File: config.mk
export PLATFORM = sky130hd
export DESIGN_NAME = maze_move_ctrl_flat
export DESIGN_NICKNAME = d
export VERILOG_FILES = /design/src/rtl/maze_move_if.sv /design/src/rtl/maze_move_ctrl.sv /design/src/flat_wrapper.sv
export SDC_FILE = /design/constraint.sdc
export NUM_CORES = 1
export LEC_CHECK = 0
export BUFFER_PORTS_ARGS = -buffer_cell sky130_fd_sc_hd__buf_2
export CAP_MARGIN = 0
export CELL_PAD_IN_SITES_DETAIL_PLACEMENT = 1
export CELL_PAD_IN_SITES_GLOBAL_PLACEMENT = 1
export CORE_MARGIN = 5
export CORE_UTILIZATION = 37
export DETAILED_ROUTE_END_ITERATION = 6
export GPL_TIMING_DRIVEN = 0
export MAX_ROUTING_LAYER = met4
export PLACE_DENSITY = 0.66
export SLEW_MARGIN = 20
export SYNTH_ARGS = -nofsm -noshare
export SYNTH_HDL_FRONTEND = slang
export SYNTH_SLANG_ARGS = --single-unit
export TNS_END_PERCENT = 20
File: constraint.sdc
create_clock -name clk -period 4.43 [get_ports clk]
set_clock_uncertainty 0.15 [all_clocks]
set_input_delay 0.2215 -clock clk [delete_from_list [all_inputs] [get_ports clk]]
set_output_delay 0.2215 -clock clk [all_outputs]
set_load 0.005 [all_outputs]
File: src/rtl/maze_move_if.sv
// Wall-map lookup handshake between the move controller (master) and the maze wall ROM (slave).
interface maze_move_if #(
  parameter int XW = 5,
  parameter int YW = 5
);
  logic          wall_req;
  logic [XW-1:0] wall_x;
  logic [YW-1:0] wall_y;
  logic          wall_ack;
  logic          wall_blocked;

  modport master (output wall_req, wall_x, wall_y, input  wall_ack, wall_blocked);
  modport slave  (input  wall_req, wall_x, wall_y, output wall_ack, wall_blocked);
endinterface

File: src/rtl/maze_move_ctrl.sv
// Key flags -> auto-repeating move events -> bounds + wall check -> committed player position.
module maze_move_ctrl #(
  parameter int REPEAT_DELAY  = 25_000_000,
  parameter int REPEAT_PERIOD = 10_000_000,
  parameter int MAZE_W        = 32,
  parameter int MAZE_H        = 24,
  parameter int XW            = 5,
  parameter int YW            = 5,
  parameter int START_X       = 1,
  parameter int START_Y       = 1
) (
  input  logic          clk,
  input  logic          rst,
  input  logic          i_up,
  input  logic          i_down,
  input  logic          i_left,
  input  logic          i_right,
  input  logic          i_enter,
  input  logic          i_game_en,
  input  logic          i_restart,
  maze_move_if.master   wall,
  output logic [XW-1:0] o_pos_x,
  output logic [YW-1:0] o_pos_y,
  output logic          o_moved,
  output logic          o_bumped,
  output logic          o_enter_pulse,
  output logic          o_busy
);
  localparam int TMAX = (REPEAT_DELAY > REPEAT_PERIOD) ? REPEAT_DELAY : REPEAT_PERIOD;
  localparam int TW   = $clog2(TMAX + 1);

  typedef enum logic [1:0] {DIR_UP, DIR_DN, DIR_LT, DIR_RT} dir_e;
  typedef enum logic [1:0] {S_IDLE, S_REQ, S_COMMIT} st_e;

  // Key edge detection; bit index of w_keys equals dir_e encoding
  logic [3:0] w_keys, w_rise, r_key_prev;
  logic       r_enter_prev;
  logic       w_rise_any;
  dir_e       w_rise_dir;

  assign w_keys        = {i_right, i_left, i_down, i_up};
  assign w_rise        = w_keys & ~r_key_prev;
  assign o_enter_pulse = i_enter & ~r_enter_prev;

  always_ff @(posedge clk or posedge rst) begin
    if (rst) begin
      r_key_prev   <= '0;
      r_enter_prev <= 1'b0;
    end else begin
      r_key_prev   <= w_keys;
      r_enter_prev <= i_enter;
    end
  end

  always_comb begin
    w_rise_any = |w_rise;
    w_rise_dir = DIR_RT;
    if      (w_rise[0]) w_rise_dir = DIR_UP;
    else if (w_rise[1]) w_rise_dir = DIR_DN;
    else if (w_rise[2]) w_rise_dir = DIR_LT;
  end

  // Typematic repeat: r_tmr counts cycles since the last event of the active key
  logic          r_act_vld, r_first;
  dir_e          r_act_dir;
  logic [TW-1:0] r_tmr;
  logic          w_rpt, w_evt;
  dir_e          w_evt_dir;

  assign w_rpt     = r_act_vld & w_keys[r_act_dir] &
                     (r_tmr == (r_first ? TW'(REPEAT_DELAY) : TW'(REPEAT_PERIOD)));
  assign w_evt     = w_rise_any | w_rpt;
  assign w_evt_dir = w_rise_any ? w_rise_dir : r_act_dir;

  always_ff @(posedge clk or posedge rst) begin
    if (rst) begin
      r_act_vld <= 1'b0;
      r_act_dir <= DIR_UP;
      r_first   <= 1'b0;
      r_tmr     <= '0;
    end else if (i_restart || (w_evt && !i_game_en)) begin
      r_act_vld <= 1'b0;
      r_tmr     <= '0;
    end else if (w_rise_any) begin
      r_act_vld <= 1'b1;
      r_act_dir <= w_rise_dir;
      r_first   <= 1'b1;
      r_tmr     <= TW'(1);
    end else if (w_rpt) begin
      r_first   <= 1'b0;
      r_tmr     <= TW'(1);
    end else if (r_act_vld && !w_keys[r_act_dir]) begin
      r_act_vld <= 1'b0;
      r_tmr     <= '0;
    end else if (r_act_vld) begin
      r_tmr     <= r_tmr + TW'(1);
    end
  end

  // One-entry pending slot; a full slot drops newer events, even in the cycle it drains
  st_e           r_state, w_state_nxt;
  logic          r_slot_vld;
  dir_e          r_slot_dir;
  logic          w_take;

  assign w_take = (r_state == S_IDLE) & r_slot_vld;

  always_ff @(posedge clk or posedge rst) begin
    if (rst) begin
      r_slot_vld <= 1'b0;
      r_slot_dir <= DIR_UP;
    end else if (i_restart) begin
      r_slot_vld <= 1'b0;
    end else if (!r_slot_vld) begin
      if (w_evt && i_game_en) begin
        r_slot_vld <= 1'b1;
        r_slot_dir <= w_evt_dir;
      end
    end else if (w_take) begin
      r_slot_vld <= 1'b0;
    end
  end

  // Target cell; bounds are checked before the +/-1 so the add never wraps
  logic [XW-1:0] r_pos_x, r_wall_x, w_tx;
  logic [YW-1:0] r_pos_y, r_wall_y, w_ty;
  logic          w_oob, r_blk;

  always_comb begin
    w_tx  = r_pos_x;
    w_ty  = r_pos_y;
    w_oob = 1'b0;
    case (r_slot_dir)
      DIR_UP: begin w_oob = (r_pos_y == '0);               w_ty = r_pos_y - YW'(1); end
      DIR_DN: begin w_oob = (r_pos_y == YW'(MAZE_H - 1));  w_ty = r_pos_y + YW'(1); end
      DIR_LT: begin w_oob = (r_pos_x == '0);               w_tx = r_pos_x - XW'(1); end
      DIR_RT: begin w_oob = (r_pos_x == XW'(MAZE_W - 1));  w_tx = r_pos_x + XW'(1); end
      default: ;
    endcase
  end

  always_ff @(posedge clk or posedge rst) begin
    if (rst) r_state <= S_IDLE;
    else     r_state <= w_state_nxt;
  end

  always_comb begin
    w_state_nxt = r_state;
    if (i_restart) w_state_nxt = S_IDLE;
    else begin
      case (r_state)
        S_IDLE:   if (r_slot_vld && !w_oob) w_state_nxt = S_REQ;
        S_REQ:    if (wall.wall_ack)        w_state_nxt = S_COMMIT;
        S_COMMIT: w_state_nxt = S_IDLE;
        default:  w_state_nxt = S_IDLE;
      endcase
    end
  end

  always_comb begin
    wall.wall_req = (r_state == S_REQ);
    o_busy        = (r_state != S_IDLE);
    o_moved       = (r_state == S_COMMIT) & ~r_blk;
    o_bumped      = ((r_state == S_COMMIT) & r_blk) | (w_take & w_oob & ~i_restart);
  end

  // Position lands on the ack edge so it changes in the same cycle moved is high
  always_ff @(posedge clk or posedge rst) begin
    if (rst) begin
      r_pos_x  <= XW'(START_X);
      r_pos_y  <= YW'(START_Y);
      r_wall_x <= '0;
      r_wall_y <= '0;
      r_blk    <= 1'b0;
    end else if (i_restart) begin
      r_pos_x  <= XW'(START_X);
      r_pos_y  <= YW'(START_Y);
      r_blk    <= 1'b0;
    end else begin
      if (w_take && !w_oob) begin
        r_wall_x <= w_tx;
        r_wall_y <= w_ty;
      end
      if (r_state == S_REQ && wall.wall_ack) begin
        r_blk <= wall.wall_blocked;
        if (!wall.wall_blocked) begin
          r_pos_x <= r_wall_x;
          r_pos_y <= r_wall_y;
        end
      end
    end
  end

  assign wall.wall_x = r_wall_x;
  assign wall.wall_y = r_wall_y;
  assign o_pos_x     = r_pos_x;
  assign o_pos_y     = r_pos_y;
endmodule

File: src/flat_wrapper.sv
// flat-port wrapper written by rule: the top's interface ports become plain ports
module maze_move_ctrl_flat 
#(
  parameter int REPEAT_DELAY  = 25_000_000,
  parameter int REPEAT_PERIOD = 10_000_000,
  parameter int MAZE_W        = 32,
  parameter int MAZE_H        = 24,
  parameter int XW            = 5,
  parameter int YW            = 5,
  parameter int START_X       = 1,
  parameter int START_Y       = 1
)
  (clk, rst, i_up, i_down, i_left, i_right, i_enter, i_game_en, i_restart, o_pos_x, o_pos_y, o_moved, o_bumped, o_enter_pulse, o_busy, wall_wall_req, wall_wall_x, wall_wall_y, wall_wall_ack, wall_wall_blocked);
  maze_move_if #(.XW(XW), .YW(YW)) wall_i ();
  input  logic clk;
  input  logic rst;
  input  logic i_up;
  input  logic i_down;
  input  logic i_left;
  input  logic i_right;
  input  logic i_enter;
  input  logic i_game_en;
  input  logic i_restart;
  output logic [XW-1:0] o_pos_x;
  output logic [YW-1:0] o_pos_y;
  output logic o_moved;
  output logic o_bumped;
  output logic o_enter_pulse;
  output logic o_busy;
  output wire logic [$bits(wall_i.wall_req)-1:0] wall_wall_req;
  output wire logic [$bits(wall_i.wall_x)-1:0] wall_wall_x;
  output wire logic [$bits(wall_i.wall_y)-1:0] wall_wall_y;
  input wire logic [$bits(wall_i.wall_ack)-1:0] wall_wall_ack;
  input wire logic [$bits(wall_i.wall_blocked)-1:0] wall_wall_blocked;
  assign wall_wall_req = wall_i.wall_req;
  assign wall_wall_x = wall_i.wall_x;
  assign wall_wall_y = wall_i.wall_y;
  assign wall_i.wall_ack = wall_wall_ack;
  assign wall_i.wall_blocked = wall_wall_blocked;
  maze_move_ctrl #(.REPEAT_DELAY(REPEAT_DELAY), .REPEAT_PERIOD(REPEAT_PERIOD), .MAZE_W(MAZE_W), .MAZE_H(MAZE_H), .XW(XW), .YW(YW), .START_X(START_X), .START_Y(START_Y)) u_core (.clk(clk), .rst(rst), .i_up(i_up), .i_down(i_down), .i_left(i_left), .i_right(i_right), .i_enter(i_enter), .i_game_en(i_game_en), .i_restart(i_restart), .wall(wall_i), .o_pos_x(o_pos_x), .o_pos_y(o_pos_y), .o_moved(o_moved), .o_bumped(o_bumped), .o_enter_pulse(o_enter_pulse), .o_busy(o_busy));
endmodule
==> run metrics <==
initial antenna violation count 0; CTS buffer count 9; critical path capture point type flop; Synth Area per Inst 9.263 sq um; total track usage 18.26%; pre-CTS WS 1.629 ns; die area 11,210 sq um; post-synthesis sequential area ratio 44.24%; FF-to-FF path depth 7; synth top area cells dfrtp_1, nand2_1, a21oi_1, o21ai_0, ha_1; H-tree Lvls 3; Clock Tree Root clkbuf_8; setup slack, reg-to-reg 1.66 ns; Via-to-Cell Ratio 5.563; Static Leak 1.677 nW; Post-synth EDFFs 0; RSZ-0062 raised after global routing no; Max Freq 0.3607 GHz; global-route wire length before repair 16,080 um; slowest CP cell or4b_1; Mapped Cells 367; slew margin rel. 44.22%; CP Data Arrival Time 2.84 ns; Detail Route Antenna Nets 0; ys flop type dfrtp_1; Synth async-reset ratio 100.0%; MaxCap Viol Count 0; VDD IR max 0.0001619 V; final hold vios 0; status finished, final reports clean; final WL 9102 um; routability cong. 0.8343; io pins 36; Cell Area, Synth 3400 sq um; Distinct cells, synth 57; TNS Setup 0 ns; Worst Hold Path Cells 3; Post-route DRC 0; vias in the first global route 3,199; Die X 105.9 um; flops & latches, synth 60; I/O Buffers 35; worst hold endpoint u_core.r_act_vld; CP peak stage delay 0.53 ns; CP Buf/Inv Count 2; initial DRC count 93; drt wl/cell 16.92 um; Clock Sinks 60; pwr dens 413.7 nW/um^2; r2r startpoint u_core.r_first; ant diodes 0; Crit Path Category flop to flop; Hold Crit Start i_game_en; worst setup margin 1.657 ns; post-synth top area cell dfrtp_1; via count 2,993; Setup-failing EPs final 0; CTS tree done; post-route minimum period 2.773 ns; post-synthesis net count 388; Worst Tran Pin Value 0.8291 ns; CP required 4.50 ns; Hold Crit Class input port to flop; leading cell type in the layout, fill and taps excluded dfrtp_1; critical path, cell by cell or4b_1, or3_1, a221o_1, buf_6, a21oi_2, buf_2, nor2_1; Max Root-Sink Buffers 2; critical path's top delay family simple AND/OR/NAND/NOR gates; Vert. Die Dim 105.9 um; count of pins over their slew limit 0; R2R Path End u_core.r_tmr[5]; Initial Util 37.32%; YS warnings 0; critical-path maximum fanout 10; total grt overflow 0; CP Launch Type flop; leading cell types in the layout, fill and taps excluded dfrtp_1, nand2_1, buf_2; row count 35; Final Cycle Share 62.59%; TritonRoute pass-1 iters 4; Clk Latency, worst-skew pair 0.35 ns; Yosys top cell area share 42.69%; NumNets Final 443; clk slew on worst S/H paths 0.07 ns; layout cell share with drive strength beyond 1 15.69%; core area 9109 sq um; area grow syn2layout 18.70%; DP HPWL 6670 um; pin count of the biggest net entering global routing 43
-- power breakdown --
part | switching (mW) | internal (mW)
combinational | 0.258 | 0.206
clock | 0.239 | 0.290
sequential | 0.0625 | 0.613
-- area by class of cell --
type	instances	area [sq um]
well taps	111	138.9
clock inverters	5	60.06
fillers	1103	5074
repair buffers	44	282.8
clock buffers	11	151.4
flip-flops and latches	60	1504
multi-input cells	283	1795
inverters	9	36.28
plain buffers	15	66.31
-- routing by layer --
layer,wire length (um),global-route usage [%]
met2,4451,30.56
met1,4276,22.40
met5,0,-
met4,148,6.290
met3,226,3.062
-- cells by family (layout without fill, tap and decap cells) --
family                   after synthesis  after routing  synth area share [%]
adder cells (fa/ha/maj)               10             10                 4.122
flip-flops                            60             60                 44.24
buffers and inverters                 24             84                 2.944
AO/OA/AOI/OAI                         92             92                 16.97
multiplexers                           7              7                 2.429
AND/OR/NAND/NOR                      155            155                 24.40
XOR/XNOR                              19             19                 4.895
-- worst reg2reg max path, delay by kind of cell (launching register included) --
family / cells / cell delay, ns
AO/OA/AOI/OAI: 2 / 0.65
buffers and inverters: 2 / 0.45
flip-flops: 1 / 0.47
AND/OR/NAND/NOR: 3 / 0.92
-- cells in the mapped netlist, types with 7 or more instances --
library cell	number
clkbuf_1	12
nor2_1	24
o2111ai_1	8
inv_1	8
a21oi_1	31
nand2_1	47
xnor2_1	8
nand3_1	10
nand4_1	7
ha_1	8
or3_1	13
xor2_1	11
o21ai_0	24
dfrtp_1	58
-- how the worst max path moves through the flow --
stage	to	start	cells past startpoint	slack (ns)
finish	u_core.r_tmr[5]	u_core.r_first	7	1.66
global placement	u_core.r_tmr[8]	u_core.r_first	7	1.65
detailed placement	u_core.r_tmr[8]	u_core.r_first	7	1.63
global route	u_core.wall.wall_x[4]	u_core.r_slot_dir[0]	8	1.40
CTS	u_core.r_tmr[8]	u_core.r_first	7	1.61
floorplan	u_core.r_slot_dir[0]	u_core.r_first	6	1.94
-- timing repair --
action                                 4_1_cts  5_1_grt
setup buffers                                0        0
endpoints found under the hold margin       65        0
gates resized for setup                      0        0
hold buffers                                 8        0
-- through the flow --
step	cells	power [mW]	cell area, sq um	util, %	hold slack, ns
5_1_grt	538	1.785	4035	44.30	0.1458
3_3_place_gp	513	1.125	3714	40.77	0.1961
2_1_floorplan	367	0.9910	3400	-	0.1029
3_5_place_dp	514	1.151	3744	41.10	0.03220
6_report	538	1.669	4035	44.30	0.1251
4_1_cts	538	1.696	4035	44.30	0.1119
-- sequential cells by signal, indices dropped and copies added, names as in the netlist --
signal / flops
u_core.wall.wall_x: 5
u_core.r_enter_prev: 1
u_core.r_blk: 1
u_core.r_act_dir: 2
u_core.r_state: 2
u_core.r_first: 1
u_core.r_tmr: 25
u_core.r_act_vld: 1
u_core.o_pos_y: 5
u_core.r_slot_vld: 1
u_core.o_pos_x: 5
u_core.wall.wall_y: 5
u_core.r_key_prev: 4
u_core.r_slot_dir: 2
No activity file was read; power rests on OpenSTA's default activity.
